--- src/rtl/cpu_ddr_1_pipeline_bridge.sv ---
// DDR-side pipeline stage of the CPU-to-DDR clock-crossing bridge.
// Registers the command path (one-entry holding register) and the read
// response path, and caps the number of reads in flight to the controller
// so returning data always fits in the crossing bridge's response FIFO.
module cpu_ddr_1_pipeline_bridge #(
  parameter int ADDR_W      = 24,
  parameter int DATA_W      = 32,
  parameter int MAX_PENDING = 7,
  parameter int CNT_W       = 3
) (
  input  logic                clk,
  input  logic                reset,
  // upstream (crossing bridge master side)
  input  logic [ADDR_W-1:0]   s_address,
  input  logic [DATA_W/8-1:0] s_byteenable,
  input  logic                s_read,
  input  logic                s_write,
  input  logic [DATA_W-1:0]   s_writedata,
  output logic                s_waitrequest,
  output logic [DATA_W-1:0]   s_readdata,
  output logic                s_readdatavalid,
  output logic                s_endofpacket,
  // downstream (DDR controller slave)
  output logic [ADDR_W-1:0]   m_address,
  output logic [DATA_W/8-1:0] m_byteenable,
  output logic                m_read,
  output logic                m_write,
  output logic [DATA_W-1:0]   m_writedata,
  input  logic                m_waitrequest,
  input  logic [DATA_W-1:0]   m_readdata,
  input  logic                m_readdatavalid,
  input  logic                m_endofpacket,
  // debug / status
  output logic [CNT_W-1:0]    pending_count,
  output logic                err_unexpected_rdv
);

  localparam int                BE_W           = DATA_W / 8;
  localparam logic [CNT_W-1:0]  LP_MAX_PENDING = CNT_W'(MAX_PENDING);

  // command holding register
  logic                r_cmd_valid;
  logic [ADDR_W-1:0]   r_cmd_addr;
  logic [BE_W-1:0]     r_cmd_be;
  logic [DATA_W-1:0]   r_cmd_wdata;
  logic                r_cmd_rd;
  logic                r_cmd_wr;

  // outstanding-read tracking
  logic [CNT_W-1:0]    r_pending;
  logic                r_err_rdv;

  // response registers
  logic [DATA_W-1:0]   r_rsp_data;
  logic                r_rsp_valid;
  logic                r_rsp_eop;

  // handshake decode
  logic                w_below_max;
  logic                w_issue;
  logic                w_rd_issue;
  logic                w_accept;
  logic                w_req;

  // A held read may only go out while the controller has room below the cap;
  // writes produce no response and bypass the cap entirely.
  assign w_below_max = (r_pending < LP_MAX_PENDING);
  assign w_issue     = r_cmd_valid & ~m_waitrequest & (r_cmd_wr | w_below_max);
  assign w_rd_issue  = w_issue & r_cmd_rd;

  // The register can take a new command when empty or when draining this
  // cycle, which gives one command per cycle when the controller keeps up.
  assign s_waitrequest = reset | (r_cmd_valid & ~w_issue);
  assign w_req         = s_read | s_write;
  assign w_accept      = w_req & ~s_waitrequest;

  assign m_address    = r_cmd_addr;
  assign m_byteenable = r_cmd_be;
  assign m_writedata  = r_cmd_wdata;
  assign m_read       = r_cmd_valid & r_cmd_rd & w_below_max;
  assign m_write      = r_cmd_valid & r_cmd_wr;

  assign pending_count      = r_pending;
  assign err_unexpected_rdv = r_err_rdv;

  assign s_readdata      = r_rsp_data;
  assign s_readdatavalid = r_rsp_valid;
  assign s_endofpacket   = r_rsp_eop;

  // Command register: load on accept, empty on issue without a refill.
  // A request with both read and write set is treated as a write.
  always_ff @(posedge clk) begin
    if (reset) begin
      r_cmd_valid <= 1'b0;
      r_cmd_addr  <= '0;
      r_cmd_be    <= '0;
      r_cmd_wdata <= '0;
      r_cmd_rd    <= 1'b0;
      r_cmd_wr    <= 1'b0;
    end else if (w_accept) begin
      r_cmd_valid <= 1'b1;
      r_cmd_addr  <= s_address;
      r_cmd_be    <= s_byteenable;
      r_cmd_wdata <= s_writedata;
      r_cmd_rd    <= s_read & ~s_write;
      r_cmd_wr    <= s_write;
    end else if (w_issue) begin
      r_cmd_valid <= 1'b0;
    end
  end

  // Outstanding-read counter: up on read issue, down on returned data.
  // Data with nothing outstanding leaves the count at zero.
  always_ff @(posedge clk) begin
    if (reset) begin
      r_pending <= '0;
    end else begin
      unique case ({w_rd_issue, m_readdatavalid})
        2'b10:   r_pending <= r_pending + 1'b1;
        2'b01:   if (r_pending != '0) r_pending <= r_pending - 1'b1;
        default: r_pending <= r_pending;
      endcase
    end
  end

  // Sticky flag for read data arriving with no read outstanding.
  always_ff @(posedge clk) begin
    if (reset) begin
      r_err_rdv <= 1'b0;
    end else if (m_readdatavalid && (r_pending == '0)) begin
      r_err_rdv <= 1'b1;
    end
  end

  // Response stage: fixed one-cycle delay, data held between beats.
  always_ff @(posedge clk) begin
    if (reset) begin
      r_rsp_valid <= 1'b0;
      r_rsp_eop   <= 1'b0;
      r_rsp_data  <= '0;
    end else begin
      r_rsp_valid <= m_readdatavalid;
      r_rsp_eop   <= m_endofpacket & m_readdatavalid;
      if (m_readdatavalid) r_rsp_data <= m_readdata;
    end
  end

endmodule

--- config.mk ---
export PLATFORM = sky130hd
export DESIGN_NAME = cpu_ddr_1_pipeline_bridge
export DESIGN_NICKNAME = d
export VERILOG_FILES = /design/src/rtl/cpu_ddr_1_pipeline_bridge.sv
export SDC_FILE = /design/constraint.sdc
export NUM_CORES = 1
export LEC_CHECK = 0
export CAP_MARGIN = 15
export CORE_MARGIN = 8
export CORE_UTILIZATION = 38
export CTS_CLUSTER_DIAMETER = 30
export DETAILED_ROUTE_END_ITERATION = 8
export GPL_TIMING_DRIVEN = 0
export HOLD_SLACK_MARGIN = 0.06
export PLACE_DENSITY = 0.79
export SLEW_MARGIN = 40
export SYNTH_ARGS = -nofsm -noshare
export SYNTH_HDL_FRONTEND = slang
export SYNTH_SLANG_ARGS = --single-unit
--- constraint.sdc ---
create_clock -name clk -period 2.65 [get_ports clk]
set_input_delay 0.265 -clock clk [delete_from_list [all_inputs] [get_ports clk]]
set_output_delay 0.265 -clock clk [all_outputs]
set_load 0.02 [all_outputs]
# [Yosys cells after proc, flatten, opt, wreduce, memory -nomap -nowiden]
# Cells that the tools add are included.
# W data, S select, Z words.
[totals] output_inout_bits=101 reg_bits=101
[classes] eq_ne=3 bitwise_logic=17 reduce_logical=6 add_sub_neg=2 mux=4 n_lt_le_gt_ge=1
[op_table] operator="$and A1 B1 Y1" n=10
[op_table] operator="$pmux W3 S2" n=1
[op_table] operator="$not A1 Y1" n=4
[op_table] operator="$reduce_bool A2 Y1" n=2
[op_table] operator="$add A3 B1 Y3 const B" n=1
[op_table] operator="$logic_not A3 Y1" n=1
[op_table] operator="$lt A3 B3 Y1 const B" n=1
[op_table] operator="$mux W3" n=1
[op_table] operator="$or A1 B1 Y1" n=3
[op_table] operator="$reduce_bool A3 Y1" n=1
[op_table] operator="$sub A3 B1 Y3 const B" n=1
[op_table] operator="$eq A2 B1 Y1 const B" n=1
[op_table] operator="$eq A2 B2 Y1 const B" n=1
[op_table] operator="$mux W1" n=2
[op_table] operator="$ne A2 B2 Y1 const B" n=1
[op_table] operator="$reduce_and A2 Y1" n=1
[op_table] operator="$logic_and A1 B1 Y1" n=1

# [Depth between registers and ports, before layout]
[depth] word_depth=9 ltp_mapped=7 depth_no_buf=7

# [Least setup slack after synthesis]
# Ideal clock, no wire load.
[synth_path] path_type="flip-flop to flip-flop" startpoint="register r_pending[1] (netlist: pending_count[1])" endpoint="register r_pending[2] (netlist: pending_count[2])" n_path_buf=0 arrival_time_ns=2.062 stages_incl_launch_ff=8 setup_ns=0.121 slack_ns=0.467 required_ns=2.529 period_less_slack_ns=2.183 cell_sequence="dfxtp_1 and4b_4 o31ai_1 xnor2_1 ha_1 nor4b_1 mux2i_1 mux2_2"
[synth_via] elab_chain_cells=7
[synth_lines] item="start, declared" line_no="50" source="logic [CNT_W-1:0] r_pending;"
[synth_lines] item="start signal, assigned" line_no="119" source="2'b10: r_pending <= r_pending + 1'b1;"
[synth_lines] item="start signal, assigned" line_no="120" source="2'b01: if (r_pending != '0) r_pending <= r_pending - 1'b1;"
[synth_lines] item="start signal, assigned" line_no="121" source="default: r_pending <= r_pending;"
[synth_lines] item="$lt A3 B3 Y1" line_no="67" source="assign w_below_max = (r_pending < LP_MAX_PENDING);"
[synth_lines] item="$or A1 B1 Y1" line_no="68" source="assign w_issue = r_cmd_valid & ~m_waitrequest & (r_cmd_wr | w_below_max);"
[synth_lines] item="$and A1 B1 Y1" line_no="68"
[synth_lines] item="$and A1 B1 Y1" line_no="69" source="assign w_rd_issue = w_issue & r_cmd_rd;"
[synth_lines] item="$eq A2 B1 Y1 or $eq A2 B2 Y1 (tied branches)" line_no="118" source="unique case ({w_rd_issue, m_readdatavalid})"
[synth_lines] item="$ne A2 B2 Y1 (no line) or $reduce_bool A2 Y1 (tied branches)"
[synth_lines] item="$reduce_and A2 Y1 (no line)"
# Several ways; a longest one is shown, not always the timed one. The select of a mux whose other input is x is not followed.
# A chain may end at the register's enable or synchronous reset.

# [Final worst setup path]
[layout_path] startpoint="input reset" endpoint="output s_waitrequest"
[layout_via] elab_chain_cells=1
[layout_lines] item="start, declared" line_no="12" source="input logic reset,"
[layout_lines] item="$or A1 B1 Y1" line_no="73" source="assign s_waitrequest = reset | (r_cmd_valid & ~w_issue);"
[layout_lines] item="end, declared" line_no="19" source="output logic s_waitrequest,"
# No other way between the ends.

==> flow_metrics.py <==
metrics = {
    "power": {
        "p_leak_nw": 2.38,
        "ir_worst_vdd_v": 0.000316,
        "p_per_area_mw_per_mm2": 561,
    },
    "clock_network": {
        "cts_hold_buf": 0,
        "cts_tree": "done",
        "ctsRootBufferMaster": "clkbuf_8",
        "numCtsBuffers": 9,
        "cts_resized": 0,
        "cts.clk_slew.worst_paths_ns": 0.10,
        "clockBufferDepth": 2,
        "clock_latency_ns": 0.36,
        "post-cts-setup-buffer-count": 0,
        "cts.htree.levels": 3,
        "clock_sinks": 101,
    },
    "global_routing": {
        "grt_antenna_before_repair": 0,
        "grt_pass1_vias": 3646,
        "grt_pass1_wl_mm": 18.0,
        "grt_max_degree": 18,
        "track_usage_pct": 17.3,
        "overflow": 0,
    },
    "timing": {
        "rsz0062_at_grt": "false",
        "hold_viol": 0,
        "period_needed_ns": 2.38,
        "hold_ws_ns": 0.434,
        "finalSetupViolCount": 0,
        "setup_tns_ns": 0,
        "max_slew.worst_pin.slew_ns": 0.653,
        "slew-limit-headroom_pct": 56.5,
        "fmax_mhz": 420,
        "skew_ns": 0.0120,
        "slew_viol_final": 0,
        "fin_crit_sh_pct": 89.8,
    },
    "layout": {
        "n_antenna_cell": 0,
        "drive_gt1_share_pct": 5.08,
        "nets": 725,
        "final_cell_mix": "clkdlybuf4s50_1, nand2_1, dfxtp_1",
        "multi_input_area_mm2": 0.00147,
        "syn_to_final_growth_pct": 64.4,
        "fin_cells": 759,
        "final_common_cell": "clkdlybuf4s50_1",
        "regArea_mm2": 0.00202,
        "layout.filler_cells": 782,
    },
    "placed_design": {
        "place_congestion": 0.750,
        "place_inst": 743,
        "dpl.hpwl_mm": 9.16,
        "port_buffers": 199,
    },
    "routing": {
        "num_vias": 3529,
        "detail-route-antenna-nets": 0,
        "drc": 0,
        "wl_per_cell_um": 15.2,
        "dr.pass1.iters": 6,
        "drtIter0Drc": 150,
        "vias_per_cell": 4.65,
        "drt_wl_total_mm": 11.5,
    },
    "die": {
        "die_w_um": 114,
        "coreArea_mm2": 0.00924,
        "dieArea_mm2": 0.0129,
        "io_pins": 200,
        "initial_core_util_pct": 39.3,
        "die_y_um": 114,
        "rows": 35,
    },
    "critical_path": {
        "rrSetupSlack_ns": 0.33,
        "critical_path.max_fanout": 10,
        "start_kind": "input port",
        "required_ns": 2.38,
        "crit_type": "in2out",
        "rr_worst_depth": 7,
        "endpoint_kind": "output pin",
        "slowest_delay_ns": 0.64,
        "crit_path_frequent_cell": "clkdlybuf4s50_1",
        "r2r-end": "pending_count[2]$_SDFFE_PP0P_",
        "cp_slowest_cell": "clkdlybuf4s50_1",
        "crit_chain": "clkdlybuf4s50_1 > buf_6 > clkbuf_1 > nand2b_1 > clkdlybuf4s50_1",
        "regToRegStartpoint": "pending_count[1]$_SDFFE_PP0P_",
        "arrival_ns": 2.11,
    },
    "logic_synthesis": {
        "yosys.area.top_type_share_pct": 55.7,
        "seq_area_frac_synth_pct": 55.7,
        "ys_ff_latch": 101,
        "yosysTopAreaCell": "dfxtp_1",
        "synth.area.top_cells": "dfxtp_1, nand2_1, mux2i_1",
        "synthCells": 415,
        "yosysWarnings": 0,
        "yosysUniqueCellTypes": 30,
        "avgSynthCellArea_um2": 8.74,
        "syn_area_mm2": 0.00363,
        "syn-num-nets": 515,
    },
    "run": {
        "cap_viol_max_count": 0,
    },
    "hold_path": {
        "hp-class": "in2reg",
        "hp-start": "s_address[20]",
        "hold_path_end": "m_address[20]$_SDFFE_PP0P_",
        "whs_path_depth": 3,
    },
    "run_status": {
        "status": "finished clean",
    },
}
-- registers in the layout, summed over array words and instances (netlist names) --
| name | cells |
|---|---|
| m_writedata | 32 |
| s_readdata | 32 |
| m_address | 24 |
| m_byteenable | 4 |
| pending_count | 3 |
| err_unexpected_rdv | 1 |
| r_cmd_rd | 1 |
| r_cmd_valid | 1 |
| r_cmd_wr | 1 |
| s_endofpacket | 1 |
| s_readdatavalid | 1 |
-- synth_stat cells --
master and n:
nand2_1 123, dfxtp_1 101, a21oi_1 63, nor2_1 38, mux2i_1 33, clkbuf_1 16, buf_2 9, nor2b_1 4
nand3_1 3, a211o_1 2, and2_1 2, nand2b_1 2, nor4b_1 2, a211oi_1 1, a21oi_2 1, a22oi_1 1
and4b_4 1, buf_4 1, buf_6 1, dlygate4sd3_1 1, ha_1 1, inv_1 1, mux2_2 1, nor3_1 1
o21ai_0 1, o221a_2 1, o221ai_1 1, o31ai_1 1, or4_4 1, xnor2_1 1
-- power by group --
part,internal [W],switching (W)
registers,0.00162,0.0000581
clock network,0.000376,0.000544
logic,0.000391,0.000357
total,0.00239,0.000959
-- worst max-delay path: cells and delay by family --
family	cells	cell delay, ns
buf+inv	4	1.68
simple gates	1	0.17
-- logic make-up (layout without fill, tap and decap cells) --
kind of cell    after synthesis  count (layout)  share of synthesized area (%)
xor+xnor                      1               1                          0.241
buf+inv                      29             244                           3.79
compound gates               72              72                           10.7
simple gates                177             177                           19.8
flops                       101             101                           55.7
mux                          34              34                           9.41
fa+ha+maj                     1               1                          0.345
-- routing by layer --
layer	global-route usage (%)	part of all wire [%]
met5	0	0
met4	5.77	1.2
met3	8.93	12
met2	31.2	50
met1	16.7	38
-- through the flow --
stage | instance area (um^2) | power, W | utilization (%) | worst slack [ns]
floorplan | 3630 | 0.00205 | - | 0.467
global placement | 5780 | 0.00245 | 62.6 | 0.209
detailed placement | 5780 | 0.00247 | 62.6 | 0.144
CTS | 5960 | 0.00339 | 64.5 | 0.214
global route | 5960 | 0.00352 | 64.5 | 0.132
finish | 5960 | 0.00335 | 64.5 | 0.271
-- area by class of cell --
class,count,area share [%]
Sequential cell,101,33.9
Clock buffer,10,2.31
Buffer,28,2.24
Clock inverter,6,0.755
Multi-Input combinational cell,285,24.6
Tap cell,129,2.71
Inverter,1,0.0629
Timing Repair Buffer,199,33.4
-- worst max-delay path by stage --
stage / end / from / slack, ns
6_report: s_waitrequest / reset / 0.27
5_1_grt: s_waitrequest / pending_count[2]$_SDFFE_PP0P_ / 0.13
4_1_cts: s_waitrequest / reset / 0.21
3_5_place_dp: pending_count[2]$_SDFFE_PP0P_ / m_waitrequest / 0.14
3_3_place_gp: s_waitrequest / reset / 0.21
2_1_floorplan: pending_count[2]$_SDFFE_PP0P_ / pending_count[1]$_SDFFE_PP0P_ / 0.47
Power figures use the tool's default switching activity.
